## config.mk

```make
export PLATFORM = sky130hd
export DESIGN_NAME = prepare_ok_tx
export DESIGN_NICKNAME = d
export VERILOG_FILES = /design/src/rtl/prepare_ok_tx.sv
export SDC_FILE = /design/constraint.sdc
export NUM_CORES = 1
export LEC_CHECK = 0
export ABC_AREA = 1
export BUFFER_PORTS_ARGS = -buffer_cell sky130_fd_sc_hd__clkbuf_2
export CORE_AREA = 5 5 252 254
export DETAILED_ROUTE_END_ITERATION = 8
export DIE_AREA = 0 0 257 259
export GPL_TIMING_DRIVEN = 0
export HOLD_SLACK_MARGIN = 0.02
export PLACE_DENSITY = 0.51
export SYNTH_ARGS = -nofsm -noshare
export SYNTH_HDL_FRONTEND = slang
export SYNTH_SLANG_ARGS = --single-unit
```

## constraint.sdc

```tcl
create_clock -name clk -period 2.2 [get_ports clk]
set_input_delay 0 -clock clk [delete_from_list [all_inputs] [get_ports clk]]
set_output_delay 0 -clock clk [all_outputs]
set_load 0.05 [all_outputs]
```

## src/rtl/prepare_ok_tx.sv

```systemverilog
// Serialises one latched control command into a metadata word plus a two-beat,
// MSB-first stream message (13-byte beehive header followed by the type's body).
module prepare_ok_tx #(
    parameter int DATA_W = 256,
    parameter int PAD_W  = 5
) (
    input  logic              clk,
    input  logic              rst_n,
    input  logic              cmd_val,
    output logic              cmd_rdy,
    input  logic [7:0]        cmd_type,
    input  logic [47:0]       cmd_dst,
    input  logic [63:0]       cmd_f0,
    input  logic [63:0]       cmd_f1,
    input  logic [63:0]       cmd_f2,
    input  logic [63:0]       cmd_f3,
    input  logic [7:0]        cmd_bool,
    output logic              meta_val,
    input  logic              meta_rdy,
    output logic [47:0]       meta_dst,
    output logic [15:0]       meta_len,
    output logic              data_val,
    input  logic              data_rdy,
    output logic [DATA_W-1:0] data,
    output logic              data_last,
    output logic [PAD_W-1:0]  data_padbytes,
    output logic              err_bad_type
);

    localparam logic [7:0]  T_PREP_OK  = 8'd6;
    localparam logic [7:0]  T_SVC      = 8'd10;
    localparam logic [7:0]  T_VRR      = 8'd14;
    localparam logic [31:0] FRAG_NUM   = 32'h18030520;
    localparam logic [15:0] HDR_BYTES  = 16'd13;

    typedef enum logic [1:0] {IDLE, META, DATA0, DATA1} state_e;

    state_e               r_state;
    state_e               w_state_next;

    logic                 r_alive;
    logic                 r_err;
    logic [7:0]           r_type;
    logic [47:0]          r_dst;
    logic [63:0]          r_f0;
    logic [63:0]          r_f1;
    logic [63:0]          r_f2;
    logic [63:0]          r_f3;
    logic [7:0]           r_bool;
    logic [7:0]           r_body_len;
    logic [15:0]          r_len;
    logic [PAD_W-1:0]     r_pad;

    logic                 w_type_ok;
    logic [7:0]           w_body_len;
    logic                 w_idle_rdy;
    logic                 w_cmd_hs;
    logic [255:0]         w_body;
    logic [2*DATA_W-1:0]  w_stream;

    // Body size of the incoming command decides whether it is accepted at all.
    always_comb begin
        w_type_ok  = 1'b1;
        w_body_len = 8'd0;
        case (cmd_type)
            T_PREP_OK: w_body_len = 8'd32;
            T_SVC:     w_body_len = 8'd24;
            T_VRR:     w_body_len = 8'd25;
            default:   w_type_ok  = 1'b0;
        endcase
    end

    assign w_idle_rdy = r_alive && (r_state == IDLE);
    assign w_cmd_hs   = cmd_val && w_idle_rdy;

    always_ff @(posedge clk or negedge rst_n) begin
        if (!rst_n) begin
            r_state <= IDLE;
        end else begin
            r_state <= w_state_next;
        end
    end

    always_ff @(posedge clk or negedge rst_n) begin
        if (!rst_n) begin
            r_alive    <= 1'b0;
            r_err      <= 1'b0;
            r_type     <= 8'd0;
            r_dst      <= 48'd0;
            r_f0       <= 64'd0;
            r_f1       <= 64'd0;
            r_f2       <= 64'd0;
            r_f3       <= 64'd0;
            r_bool     <= 8'd0;
            r_body_len <= 8'd0;
            r_len      <= 16'd0;
            r_pad      <= '0;
        end else begin
            r_alive <= 1'b1;
            r_err   <= w_cmd_hs && !w_type_ok;
            if (w_cmd_hs && w_type_ok) begin
                r_type     <= cmd_type;
                r_dst      <= cmd_dst;
                r_f0       <= cmd_f0;
                r_f1       <= cmd_f1;
                r_f2       <= cmd_f2;
                r_f3       <= cmd_f3;
                r_bool     <= cmd_bool;
                r_body_len <= w_body_len;
                r_len      <= HDR_BYTES + {8'd0, w_body_len};
                // Two beats hold 64 bytes; the header's 13 leave 51 for the body.
                r_pad      <= PAD_W'(8'd51 - w_body_len);
            end
        end
    end

    // Body left-aligned in 32 bytes so the unused tail is already zero.
    always_comb begin
        w_body = '0;
        case (r_type)
            T_PREP_OK: w_body = {r_f0, r_f1, r_f2, r_f3};
            T_SVC:     w_body = {r_f0, r_f1, r_f2, 64'd0};
            T_VRR:     w_body = {r_bool, r_f0, r_f1, r_f2, 56'd0};
            default:   w_body = '0;
        endcase
    end

    assign w_stream = {FRAG_NUM, r_type, 56'd0, r_body_len, w_body, 152'd0};

    always_comb begin
        w_state_next  = r_state;
        meta_val      = 1'b0;
        data_val      = 1'b0;
        data          = '0;
        data_last     = 1'b0;
        data_padbytes = '0;
        case (r_state)
            IDLE: begin
                if (w_cmd_hs && w_type_ok) w_state_next = META;
            end
            META: begin
                meta_val = 1'b1;
                if (meta_rdy) w_state_next = DATA0;
            end
            DATA0: begin
                data_val = 1'b1;
                data     = w_stream[2*DATA_W-1:DATA_W];
                if (data_rdy) w_state_next = DATA1;
            end
            DATA1: begin
                data_val      = 1'b1;
                data          = w_stream[DATA_W-1:0];
                data_last     = 1'b1;
                data_padbytes = r_pad;
                if (data_rdy) w_state_next = IDLE;
            end
            default: w_state_next = IDLE;
        endcase
    end

    assign cmd_rdy      = w_idle_rdy;
    assign meta_dst     = r_dst;
    assign meta_len     = r_len;
    assign err_bad_type = r_err;

endmodule

```

==> results.cfg, run 1 <==
[power]
p_int_mw = 12.5
p_leak_nw = 14.7
ir_worst_vdd_uv = 729
seq_power_share_pct = 39.0
power_density_nw_per_um2 = 600
switching_share_pct = 31.3
switchingPower_mw = 5.72
combPwrFrac_pct = 20.9
pwr-share-clk_pct = 40.2

[place]
dp_worst_setup_slack_ns = -0.802
numPortBuffers = 643
dp_hpwl_um = 69000
gp_congestion = 0.896

[finish]
drive_gt1_share_pct = 34.5
n_fill_cell = 5707
fin_nets = 3644
area_delta_synth_final_pct = 84.2
ff_latch_area_um2 = 8310
multi_input_area_um2 = 8400
postLayoutCoreUtil_pct = 49.9

[synthesis]
yosysSeqAreaShare_pct = 50.3
yosysTopAreaCellShare_pct = 50.3
yosysWarnings = 0
synthTopCellsByArea = dfrtp_1 50%, nand2_1 25%, nand3_1 5.9%
synth-main-ff-cell = dfrtp_1
yosysTopAreaCell = dfrtp_1
syn_area_per_cell_um2 = 7.33
ys_seq_elements = 332
syn-instance-count = 2253
ys_top_cells_by_count = 1118 x nand2_1, 332 x dfrtp_1, 196 x nand3_1
synthArstFlopShare_pct = 100
yosysUniqueCellTypes = 23
netlist_area_um2 = 16500
synth_edf_count = 0
synth.most_common_cell = nand2_1

[sta]
tightest_slew_ns = 0.693
finalClockSkew_ns = 0.00947
slew_headroom_pct = 53.8
hold_viol = 0
fin_ws_ns = -0.232
setup_viol = 229
drv_slew = 0
min_period_ns = 2.43
tns_ns = -27.31
rsz0062_at_grt = true
timing.fmax_ghz = 0.411
finalCritPeriodShare_pct = 111

[floorplan]
core_um2 = 61000
fp.dieH_um = 259
io-pin-count = 655
rows = 91
initial_core_util_pct = 27.1
die_area_um2 = 66600
die_x_um = 257

[route]
drc = 0
via_count = 20000
drtIter0Drc = 1524
drt_wl_total_um = 94600
ant_nets = 0
drt_pre_antenna_iters = 8
wl_per_cell_um = 22.9
avgViaCountPerCell = 4.83

[grt]
grt_pass1_vias = 20400
grt_pass1_wl_um = 135000
overflow = 0
grt_max_degree = 103
grt_antenna_before_repair = 5
grt_usage_pct = 26.8

[run]
maxCapViolations = 0

[clocking]
root_buffer = clkbuf_16
clock_sinks = 332
htree_levels = 2
clk_path_buf_depth = 3
cts_buffers = 41
clock_latency_ns = 0.56
clk_pin_slew_worst_paths_ns = 0.06
tritoncts = built

[outcome]
status = finished, violations left
failed_checks = setup timing

[critical_path]
cp-startpoint = r_type[0]
required_ns = 2.20
critPathKind = register to primary output
r2r-end = r_state[0]
arrival_ns = 2.43
rrSetupSlack_ns = 0.01
crit_fanout = 10
startpoint_type = register
endpoint_kind = primary output
rr_worst_depth = 9
rr_startpoint = r_state[0]

[hold_path]
hold_path.class = input pin to asynchronous set/reset pin
==> timing repair <==
action,4_1_cts,5_1_grt
gates resized for setup,816,416
endpoints found under the hold margin,410,0
hold buffers,323,0
gates cloned,6,6
buffers inserted,16,12
endpoints found under the setup margin,312,586
pin swaps,26,16
==> cell families (layout without fill, tap and decap cells) <==
kind of cell / Yosys count / after routing / synth area share (%)
compound gates: 252 / 252 / 7.64
flops: 332 / 332 / 50.3
simple gates: 1400 / 1400 / 33.6
buf+inv: 260 / 1339 / 7.88
fa+ha+maj: 7 / 7 / 0.530
other cells: 2 / 15 / 0.0455
==> how the worst max path moves through the flow <==
stage	slack, ns	end	depth (start not counted)
final	-0.23	data[31]	9
after global routing	-0.33	data[111]	9
after CTS	-0.28	data[23]	9
after detailed placement	-0.80	data[13]	8
after global placement	-6.85	r_f3[41]	1
after floorplan	-0.11	data[208]	5
==> registers in the layout, summed over array words and instances, names as in the netlist, 6 cells and up <==
signal	count
r_f0	64
r_f1	64
r_f2	64
r_f3	64
meta_dst	48
r_bool	8
r_type	8
meta_len	6
==> per-layer routing <==
metal / part of all wire [%] / up-vias / track usage [%]
met4: 5.2 / 4 / 10.9
li1: - / 9195 / -
met3: 7.5 / 236 / 5.56
met2: 49 / 1000 / 46.8
met5: 0.029 / - / 0
met1: 38 / 9520 / 32.3
==> power by group through the flow <==
stage               logic (mW)  registers (mW)  clock network (mW)
floorplan                 1.52            7.29                   0
global placement          2.90            7.17                   0
global route              4.09            7.16                7.70
CTS                       3.67            7.08                7.49
finish                    3.81            7.11                7.33
detailed placement        2.94            7.18                   0
==> cell type report <==
| type | instances | share of cell area, % |
|---|---|---|
| clock inverters | 15 | 0.707 |
| inverters | 83 | 1.06 |
| well taps | 790 | 3.25 |
| flip-flops and latches | 332 | 27.3 |
| plain buffers | 175 | 5.89 |
| repair buffers | 1008 | 30.1 |
| diodes | 3 | 0.0247 |
| clock buffers | 58 | 4.02 |
| multi-input cells | 1671 | 27.6 |
==> through the flow <==
stage | cells | total power [mW] | instance area (um^2) | hold slack, ns
floorplan | 2263 | 8.81 | 16600 | -0.296
global placement | 3696 | 10.1 | 20800 | 0.196
detailed placement | 3699 | 10.1 | 20900 | 0.0723
CTS | 4117 | 18.2 | 29200 | 0.0474
global route | 4134 | 18.9 | 30400 | 0.0809
finish | 4135 | 18.3 | 30400 | 0.0402
==> critical path, stage by stage (launching register included) <==
cell and delay (ns):
dfrtp_1 0.37, inv_2 0.08, nand2_2 0.07, nor3_4 0.18, buf_6 0.15, buf_8 0.21
buf_8 0.20, nand3_1 0.13, a21oi_2 0.24, clkbuf_8 0.23
==> layout by cell type (no fill, tap or decap), drive strengths merged <==
cell / instances
dlygate4sd3: 323
diode: 3
nor3: 2
nand2: 1118
ha: 7
clkbuf: 588
conb: 12
nand4: 8
o21ai: 64
and2: 1
o22ai: 1
or2: 3
bufinv: 5
nor2: 71
inv: 82
buf: 330
nand3: 197
dfrtp: 332
a21oi: 187
clkinvlp: 5
clkinv: 6
No activity file was read; power rests on OpenSTA's default activity.
==> run 2, diff against run 1 <==
Settings changed: HOLD_SLACK_MARGIN 0.02 to 0.12, SKIP_CTS_REPAIR_TIMING set to 1, SLEW_MARGIN set to 5.
==> results.cfg, run 2 (synthesized netlist as in run 1, its figures left out) <==
[grt]
grt_antenna_before_repair = 7
grt_pass1_vias = 18000
grt_max_degree = 102
grt_usage_pct = 25.1
overflow = 0
grt_pass1_wl_um = 125000

[sta]
hold_viol = 0
rsz0062_at_grt = true
finalClockSkew_ns = 0.00895
tightest_slew_ns = 0.829
finalCritPeriodShare_pct = 111
min_period_ns = 2.43
drv_slew = 0
setup_viol = 275
timing.fmax_ghz = 0.411
slew_headroom_pct = 44.5
fin_ws_ns = -0.233

[critical_path]
critPathKind = register to primary output
critical-path-slowest-cell = dfrtp_1
worst_path_most_repeated_cell = buf_6
cp_top_family = buffers and inverters
endpoint_kind = primary output
arrival_ns = 2.43
required_ns = 2.20
worst-path-buf-inv = 5
path_cells = inv_2, nand2_4, nor3_4, buf_6, buf_12, buf_8, nand3_1, a21oi_4, buf_6
startpoint_type = register
slowest_delay_ns = 0.37
crit_fanout = 10

[power]
ir_worst_vdd_uv = 628
p_leak_nw = 14.2
power_density_nw_per_um2 = 638

[route]
drt_wl_total_um = 92700
wl_met3_um = 6300
via_count = 19500
drt_pre_antenna_iters = 5
avgViaCountPerCell = 4.74
route.met2.wl_um = 46500
top_layer_used = met5
drtIter0Drc = 1530
met1_length_um = 36700
ant_nets = 0
drc = 0
wl_per_cell_um = 22.5

[finish]
stdcell_count = 4115
final_common_cell = nand2_1
n_fill_cell = 6081
final_cell_mix = 1103 x nand2_1, 403 x clkbuf_2, 332 x dfrtp_1, 324 x dlygate4sd3_1, 181 x nand3_1
fin_nets = 3625
area_delta_synth_final_pct = 72.0
drive_gt1_share_pct = 32.9

[clocking]
cts_buffers = 41
tritoncts = built
htree_levels = 2
root_buffer = clkbuf_16
clk_pin_slew_worst_paths_ns = 0.06
clk_path_buf_depth = 3
clock_sinks = 332
clock_latency_ns = 0.56

[floorplan]
die_x_um = 257
core_um2 = 61000
fp.dieH_um = 259
initial_core_util_pct = 27.1
io-pin-count = 655
rows = 91
die_area_um2 = 66600

[run]
maxCapViolations = 0

[place]
placed_cells = 3699
dp_hpwl_um = 69000
numPortBuffers = 643
dp_worst_setup_slack_ns = -0.799
gp_congestion = 0.896

[hold_path]
hold_path.class = input pin to asynchronous set/reset pin

[outcome]
status = finished, violations left
failed_checks = setup timing
-- run 2: cell count changes in the layout (fill, tap and decap cells not counted), moves of 14 or more --
cell,change
buf_6,+53
buf_8,-75
a21oi_4,-54
clkbuf_4,+25
a21oi_2,+14
a21oi_1,+40
buf_4,+79
clkbuf_8,-97
-- run 2: final timing paths --
| path | from | to | slack [ns] | cells past startpoint |
|---|---|---|---|---|
| max in group asynchronous | rst_n | r_f2[57] | 0.58 | 3 |
| min reg2reg | meta_dst[0] | meta_dst[0] | 0.48 | 2 |
| min | rst_n | r_f1[53] | 0.03 | 2 |
| min in group clk | cmd_type[7] | meta_len[0] | 0.08 | 7 |
| max | r_type[6] | data[24] | -0.23 | 9 |
| max reg2reg | r_state[0] | r_f1[6] | -0.08 | 10 |
-- run 2: through the flow --
step / hold slack (ns) / total power, mW / setup TNS, ns / util [%] / instance area, um^2
after global placement: 0.196 / 10.1 / -2330.76 / 34.1 / 20800
after floorplan: -0.296 / 8.81 / -8.25 / - / 16600
final: 0.0257 / 18.1 / -35.86 / 46.6 / 28400
after CTS: -0.527 / 17.5 / -241.47 / 36.6 / 22300
after global routing: 0.0679 / 18.8 / -97.89 / 46.6 / 28400
after detailed placement: 0.0723 / 10.1 / -81.30 / 34.2 / 20900
-- run 2: worst register-to-register path: stages, from the launching register on --
cell and delay, ns:
dfrtp_1 0.41, inv_1 0.17, ha_1 0.19, nand2_1 0.13
nor2_1 0.21, nand2_1 0.14, inv_2 0.17, buf_4 0.29
buf_4 0.24, nand2_1 0.17, nand2_1 0.10
-- run 2: metal layers --
metal / vias up / GRT usage [%]
li1: 9149 / -
met1: 9327 / 31.1
met2: 873 / 43.4
met3: 147 / 6.53
met4: 10 / 7.25
met5: - / 0
-- run 2: power breakdown --
group          leakage, nW  internal, mW  total (mW)  switching (mW)
logic                 9.22          1.34        3.70            2.36
registers             4.32          6.65        7.10           0.448
clock network        0.701          4.46        7.33            2.87
total                 14.2          12.5        18.1            5.68
-- run 2: area by class of cell --
type | instances | area, um^2 | area share (%)
Sequential cell | 332 | 8310 | 29.2
Clock buffer | 58 | 1220 | 4.30
Buffer | 177 | 1600 | 5.64
Multi-Input combinational cell | 1671 | 7870 | 27.7
Antenna cell | 2 | 5.00 | 0.0176
Clock inverter | 15 | 215 | 0.757
Tap cell | 790 | 988 | 3.48
Inverter | 83 | 314 | 1.11
Timing Repair Buffer | 987 | 7890 | 27.8
